[config.mk]
export PLATFORM = sky130hd
export DESIGN_NAME = l2_tlb_miss_ctrl
export DESIGN_NICKNAME = d
export VERILOG_FILES = /design/src/rtl/l2_tlb_miss_ctrl.sv
export SDC_FILE = /design/constraint.sdc
export NUM_CORES = 1
export LEC_CHECK = 0
export ABC_AREA = 1
export BUFFER_PORTS_ARGS = -buffer_cell sky130_fd_sc_hd__buf_2
export CAP_MARGIN = 20
export CORE_AREA = 2 2 157 159
export DETAILED_ROUTE_END_ITERATION = 12
export DIE_AREA = 0 0 159 161
export GPL_TIMING_DRIVEN = 1
export PLACE_DENSITY = 0.65
export SETUP_SLACK_MARGIN = 0.02
export SLEW_MARGIN = 15
export SYNTH_ARGS = -nofsm -noshare
export SYNTH_HDL_FRONTEND = slang
export SYNTH_SLANG_ARGS = --single-unit
[constraint.sdc]
create_clock -name clk_i -period 1.7 [get_ports clk_i]
set_clock_uncertainty 0.15 [all_clocks]
set_input_delay 0.34 -clock clk_i [delete_from_list [all_inputs] [get_ports clk_i]]
set_output_delay 0.34 -clock clk_i [all_outputs]
set_load 0.1 [all_outputs]
[src/rtl/l2_tlb_miss_ctrl.sv]
// L2 TLB miss controller: arbitrates L1 ITLB/DTLB misses, runs one L2 lookup at a
// time and, on an L2 miss, launches a page-table walk whose result refills both
// the L2 TLB and the requesting L1 TLB.

package l2_tlb_pkg;

    localparam int unsigned VLEN   = 32;
    localparam int unsigned VPN_W  = 20;
    localparam int unsigned PPN_W  = 22;
    localparam int unsigned PERM_W = 8;

    // One TLB refill / fill payload
    typedef struct packed {
        logic              valid;
        logic [VPN_W-1:0]  vpn;
        logic [PPN_W-1:0]  ppn;
        logic [PERM_W-1:0] perm;
        logic              is_super;
    } tlb_update_t;

endpackage

module l2_tlb_miss_ctrl
    import l2_tlb_pkg::*;
#(
    parameter int unsigned STARVE_MAX   = 4,
    parameter int unsigned WALK_TIMEOUT = 1023
) (
    input  logic              clk_i,
    input  logic              rst_ni,
    input  logic              flush_i,
    input  logic              itlb_miss_i,
    input  logic [VLEN-1:0]   itlb_vaddr_i,
    input  logic              dtlb_miss_i,
    input  logic [VLEN-1:0]   dtlb_vaddr_i,
    output logic              l2_lu_valid_o,
    output logic [VLEN-1:0]   l2_lu_vaddr_o,
    output logic              l2_lu_is_itlb_o,
    input  logic              l2_hit_i,
    input  tlb_update_t       l2_update_i,
    output logic              ptw_req_valid_o,
    output logic [VLEN-1:0]   ptw_req_vaddr_o,
    output logic              ptw_req_is_itlb_o,
    input  logic              ptw_req_ready_i,
    input  tlb_update_t       ptw_update_i,
    input  logic              ptw_error_i,
    output tlb_update_t       itlb_update_o,
    output tlb_update_t       dtlb_update_o,
    output tlb_update_t       l2_fill_o,
    output logic [1:0]        miss_err_o,
    output logic              busy_o
);

    localparam int unsigned STARVE_W = (STARVE_MAX > 0) ? $clog2(STARVE_MAX + 1) : 1;
    localparam int unsigned TMO_W    = (WALK_TIMEOUT > 1) ? $clog2(WALK_TIMEOUT) : 1;
    localparam int unsigned TMO_LAST = (WALK_TIMEOUT > 0) ? WALK_TIMEOUT - 1 : 0;

    typedef enum logic [2:0] {
        S_IDLE,
        S_LOOKUP,
        S_WALK_REQ,
        S_WALK_WAIT,
        S_DRAIN
    } state_e;

    state_e             state_q;
    logic [VLEN-1:0]    vaddr_q;
    logic               is_itlb_q;
    logic [STARVE_W-1:0] starve_q;
    logic [TMO_W-1:0]   tmo_q;
    tlb_update_t        itlb_fill_q;
    tlb_update_t        dtlb_fill_q;
    tlb_update_t        l2_fill_q;
    logic [1:0]         err_q;

    logic               lu_fire;
    logic               req_fire;
    logic               hit_fire;
    logic               ptw_resp;
    logic               emit_pending;
    logic               starve_full;
    logic               tmo_hit;
    tlb_update_t        hit_entry;

    assign lu_fire      = (state_q == S_LOOKUP) && !flush_i;
    assign req_fire     = (state_q == S_WALK_REQ) && !flush_i;
    assign hit_fire     = lu_fire && l2_hit_i;
    assign ptw_resp     = ptw_update_i.valid || ptw_error_i;
    assign emit_pending = (|err_q) || itlb_fill_q.valid || dtlb_fill_q.valid;
    assign starve_full  = (starve_q == STARVE_W'(STARVE_MAX));
    assign tmo_hit      = (WALK_TIMEOUT != 0) && (tmo_q == TMO_W'(TMO_LAST));

    // L2 hit entry forwarded to the L1 refill port with valid forced high
    always_comb begin
        hit_entry       = l2_update_i;
        hit_entry.valid = 1'b1;
    end

    // Miss FSM: arbitration, lookup, walk request/wait, post-flush drain
    always_ff @(posedge clk_i) begin
        if (!rst_ni) begin
            state_q     <= S_IDLE;
            vaddr_q     <= '0;
            is_itlb_q   <= 1'b0;
            starve_q    <= '0;
            tmo_q       <= '0;
            itlb_fill_q <= '0;
            dtlb_fill_q <= '0;
            l2_fill_q   <= '0;
            err_q       <= '0;
        end else begin
            itlb_fill_q <= '0;
            dtlb_fill_q <= '0;
            l2_fill_q   <= '0;
            err_q       <= '0;

            case (state_q)
                S_IDLE: begin
                    // Requesters still see last cycle's refill/err, so no grant yet
                    if (!flush_i && !emit_pending) begin
                        if (itlb_miss_i && (!dtlb_miss_i || starve_full)) begin
                            vaddr_q   <= itlb_vaddr_i;
                            is_itlb_q <= 1'b1;
                            starve_q  <= '0;
                            state_q   <= S_LOOKUP;
                        end else if (dtlb_miss_i) begin
                            vaddr_q   <= dtlb_vaddr_i;
                            is_itlb_q <= 1'b0;
                            if (itlb_miss_i && !starve_full) begin
                                starve_q <= starve_q + STARVE_W'(1);
                            end
                            state_q   <= S_LOOKUP;
                        end
                    end
                end

                S_LOOKUP: begin
                    if (flush_i || l2_hit_i) begin
                        state_q <= S_IDLE;
                    end else begin
                        state_q <= S_WALK_REQ;
                    end
                end

                S_WALK_REQ: begin
                    if (flush_i) begin
                        state_q <= S_IDLE;
                    end else if (ptw_req_ready_i) begin
                        tmo_q   <= '0;
                        state_q <= S_WALK_WAIT;
                    end
                end

                S_WALK_WAIT: begin
                    if (flush_i) begin
                        // A result arriving with the flush is simply discarded
                        state_q <= ptw_resp ? S_IDLE : S_DRAIN;
                    end else if (ptw_error_i) begin
                        err_q   <= {is_itlb_q, !is_itlb_q};
                        state_q <= S_IDLE;
                    end else if (ptw_update_i.valid) begin
                        l2_fill_q <= ptw_update_i;
                        if (is_itlb_q) begin
                            itlb_fill_q <= ptw_update_i;
                        end else begin
                            dtlb_fill_q <= ptw_update_i;
                        end
                        state_q <= S_IDLE;
                    end else if (tmo_hit) begin
                        err_q   <= {is_itlb_q, !is_itlb_q};
                        state_q <= S_DRAIN;
                    end else begin
                        tmo_q <= tmo_q + TMO_W'(1);
                    end
                end

                S_DRAIN: begin
                    if (ptw_resp) begin
                        state_q <= S_IDLE;
                    end
                end

                default: state_q <= S_IDLE;
            endcase
        end
    end

    assign l2_lu_valid_o     = lu_fire;
    assign l2_lu_vaddr_o     = lu_fire ? vaddr_q : '0;
    assign l2_lu_is_itlb_o   = lu_fire && is_itlb_q;

    assign ptw_req_valid_o   = req_fire;
    assign ptw_req_vaddr_o   = req_fire ? vaddr_q : '0;
    assign ptw_req_is_itlb_o = req_fire && is_itlb_q;

    assign itlb_update_o     = (hit_fire && is_itlb_q)  ? hit_entry : itlb_fill_q;
    assign dtlb_update_o     = (hit_fire && !is_itlb_q) ? hit_entry : dtlb_fill_q;
    assign l2_fill_o         = l2_fill_q;
    assign miss_err_o        = err_q;
    assign busy_o            = (state_q != S_IDLE);

endmodule
; Yosys cells after proc, flatten, opt, wreduce, memory -nomap -nowiden
; Cells that the tools add are included.
[op_classes]
n_mul = 0
bitwise = 4
n_div = 0
n_addsub = 2
shift = 0
n_lt_le_gt_ge = 0
reduce_logical = 35
eq_ne = 17
muxes = 37
[op_table]
columns = operator, n
row1 = two-way mux 52 bit, 5
row2 = two-way mux 32 bit, 4
row3 = two-way mux 10 bit, 6
row4 = two-way mux 3 bit, 14
row5 = case mux 10 bit (2 select lines), 1
row6 = "inequality test 2 bit, second input constant", 8
row7 = case mux 3 bit (5 select lines), 1
row8 = OR reduction 6 bit, 2
row9 = "adder 10 x 1 -> 10 bit, second input constant", 1
row10 = "== test 10 bit, second input constant", 1
row11 = logical AND 1 bit, 10
row12 = two-way mux 2 bit, 4
row13 = AND reduction 7 bit, 1
row14 = "== test 3 x 2 -> 1 bit, second input constant", 2
row15 = "== test 3 bit, second input constant", 2
row16 = "inequality test 3 bit, second input constant", 2
row17 = nonzero test 2 bit, 3
row18 = zero test 1 bit, 5
row19 = logical OR 1 bit, 5
row20 = "inequality test 5 bit, second input constant", 1
row21 = AND reduction 5 bit, 1
row22 = OR reduction 5 bit, 1
row23 = inverter 1 bit, 4
row24 = AND reduction 4 bit, 1
row25 = other kinds (9), 10
[totals]
n_memories = 0
output_inout_bits = 227
rom_bits = 0
register_bits = 207
latchBits = 0
input_bits = 176
ram_bits = 0

; Depth between registers and ports, before layout
[logic_depth]
word_depth = 7
ltp_mapped = 13
ltp_nobuf = 12

; Least setup slack after synthesis
; No wires, ideal clock.
[synth_path]
path_kind = register to output
from = reg state_q[1]
to = out itlb_update_o[22] in the netlist's numbering
t_required_ns = 1.210
stages_incl_launch_ff = 8
t_arrival_ns = 4.157
path_slack_ns = -2.947
path_buffers = 2
cell_sequence = dfxtp_1 > nor2_1 > nand3_2 > nor2_2 > nand2_1 > buf_2 > clkbuf_1 > o21ai_0
[synth_lines]
columns = element, line
row1 = "start, declared", 66  ; state_e state_q;
row2 = "start signal, assigned", 157  ; state_q <= ptw_resp ? S_IDLE : S_DRAIN;
row3 = "end, declared", 47  ; output tlb_update_t itlb_update_o,

==> impl_metrics.yaml <==
critical_path:
  startpoint_type: "flip-flop"
  cp-end-kind: "output port"
  path_max_fanout: 16
  critPathRequiredTime_ps: 1210
  path_class: "reg -> out"
  crit_arrival_ps: 2010
synthesis:
  synth.most_common_cell: "nand2_1"
  synth-seq-cells: 207
  syn_area_per_cell_um2: 7.07
  synth-edff-count: 0
  synthFlopType: "dfxtp_1"
  syn-cell-area_um2: 8260
  synth_warnings: 0
  yosysTopAreaCell: "dfxtp_1"
  synthTopCellsByCount: "nand2_1, dfxtp_1, nor2_1"
  syn_nets: 1349
  postSynth.asyncResetShare_pct: 0
  synthTopCellsByArea: "dfxtp_1, nand2_1, nor2_1, o21ai_0, inv_1"
  yosysTopAreaCellShare_pct: 50.2
  ys_seq_area_share_pct: 50.2
  yosysUniqueCellTypes: 27
  syn_inst: 1169
cts:
  cts.clk_slew.worst_paths_ps: 60
  clockBufferDepth: 3
  cts-root-buf: "clkbuf_16"
  clk_latency_ps: 520
  cts_tree: "done"
  clock_sinks: 207
  cts_buffers: 23
  htreeDepth: 1
global_routing:
  antenna_found_initial: 3
  grt_pass1_wl_um: 50600
  first_global_vias: 9741
  grtUsageTotal_pct: 24.5
  grt_overflow: 0
  grt_start_max_net_pins: 65
die:
  die_h_um: 161
  initial_core_util_pct: 34.5
  core_area_um2: 24000
  design.portCount: 403
  dieWidth_um: 159
  design.die.area_um2: 25600
  num_rows: 57
timing:
  setup_viol: 391
  finalWorstSetupSlack_ps: -797
  max_freq_mhz: 401
  fin_crit_ps: 2500
  hold_viol: 0
  fin_crit_sh_pct: 147
  max_slew_margin_pct: 61.7
  rsz0062_at_grt: "yes"
  slew_violations: 0
  worst_pin_slew_ps: 575
layout:
  fillers: 1407
  drive_gt1_share_pct: 52.6
  final_area_um2: 18400
  layout.cells.non_filler: 2048
  final_nets: 1889
  area_growth_pct: 122
placed_design:
  place_area_um2: 14900
  gp_congestion: 0.822
  dp_hpwl_um: 22900
  placed_cells: 1899
  port_buffers: 401
pwr:
  power.leakage_nw: 8.01
  power_per_cell_area_nw_per_um2: 749
  ir_worst_vdd_mv: 0.744
detailed_routing:
  wl_per_cell_um: 19.0
  num_vias: 9883
  route.detailed.drc: 0
  vias_per_cell: 4.83
  drt_iter0_markers: 422
  dr.pass1.iters: 5
  postRouteAntennaNets: 0
  routed_wl_um: 38800
status:
  violations: "setup timing"
  outcome: "complete, but fails checks"
flow_run:
  maxCapViolCount: 0
worst_hold_path:
  hp-class: "in -> reg"
[cell usage in the layout, fill, tap and decap left out, types with 17 or more instances in the layout]
| cell type | n |
|---|---|
| buf_2 | 224 |
| nor3_1 | 29 |
| nor2_1 | 104 |
| nand2_1 | 168 |
| dlygate4sd3_1 | 51 |
| o21ai_1 | 17 |
| inv_1 | 158 |
| nor2_4 | 85 |
| o21ai_4 | 97 |
| nor2_2 | 18 |
| dfxtp_1 | 200 |
| nand3_1 | 18 |
| a21oi_1 | 46 |
| buf_4 | 58 |
| clkbuf_16 | 42 |
| buf_12 | 195 |
| nand2_2 | 75 |
[metrics by stage]
| step | setup TNS [ps] | power [mW] | util (%) | hold slack [ps] | setup WS, ps |
|---|---|---|---|---|---|
| detailed placement | -55320 | 7.94 | 62.3 | 335 | -389 |
| global placement | -49440 | 7.90 | 62.3 | 327 | -374 |
| CTS | -130750 | 13.4 | 70.7 | 24.3 | -797 |
| finish | -150220 | 13.8 | 76.7 | 35.9 | -797 |
| global route | -170960 | 14.2 | 76.7 | 41.6 | -851 |
| floorplan | -148500 | 6.82 | - | 300 | -980 |
[per-layer routing]
metal  vias to the layer above  GRT usage (%)  routed length [um]
li1                       4668              -                   -
met1                      4644           26.0               14000
met2                       451           46.4               20000
met3                       116           6.75                2900
met4                         4           9.05                1870
met5                         -              0                  23
[final timing paths]
path	from	to	slack, ps	depth (start not counted)
worst max-delay path	state_q[1]	dtlb_update_o[50]	-800	8
worst max register to register	state_q[2]	itlb_fill_q[21]	-270	11
worst min-delay path	itlb_vaddr_i[8]	vaddr_q[8]	40	5
worst min register to register	tmo_q[6]	tmo_q[6]	360	2
[flip-flops by register name (all words and copies together), names as in the netlist]
name,cells
is_itlb_q,1
dtlb_fill_q,52
tmo_q,10
itlb_fill_q,52
vaddr_q,32
state_q,3
miss_err_o,2
starve_q,3
l2_fill_o,52
[where the power goes]
part           total [mW]  switching, mW  internal [mW]  leakage [nW]
Clock                5.11           2.05           3.06         0.375
Combinational        3.63           2.31           1.31          5.96
Sequential           5.04         0.0508           4.99          1.68
[critical path, stage by stage, from the launching register on]
cell and delay (ps):
dfxtp_2 330, nor2_4 120, nand3_4 110, inv_4 90
nand3_4 80, buf_12 180, buf_16 170, o21ai_2 180
buf_12 200
[logic make-up (layout without fill, tap and decap cells)]
family / count (synthesis) / count (layout) / share of synthesized area [%]
xor+xnor: 2 / 2 / 0.212
simple gates: 531 / 531 / 26.2
other cells: 0 / 1 / 0
fa+ha+maj: 4 / 4 / 0.606
flops: 207 / 207 / 50.2
buf+inv: 236 / 790 / 11.3
compound gates: 189 / 189 / 11.6
[cell type report]
cell class	count	area, um^2	area share [%]
Tap cell	324	405	2.21
Clock inverter	10	135	0.735
Timing Repair inverter	2	20.0	0.109
Sequential cell	207	4150	22.6
Timing Repair Buffer	578	6980	38.0
Clock buffer	29	628	3.42
Antenna cell	1	2.50	0.0136
Inverter	171	669	3.64
Multi-Input combinational cell	726	5390	29.3
[repair_timing]
action	CTS	global route
hold endpoints to repair	146	0
endpoints found under the setup margin	421	428
buffers inserted	3	23
hold buffers	51	0
pin swaps	4	35
gates resized for setup	149	219
cloned	5	29
(Power assumes the default switching activity.)
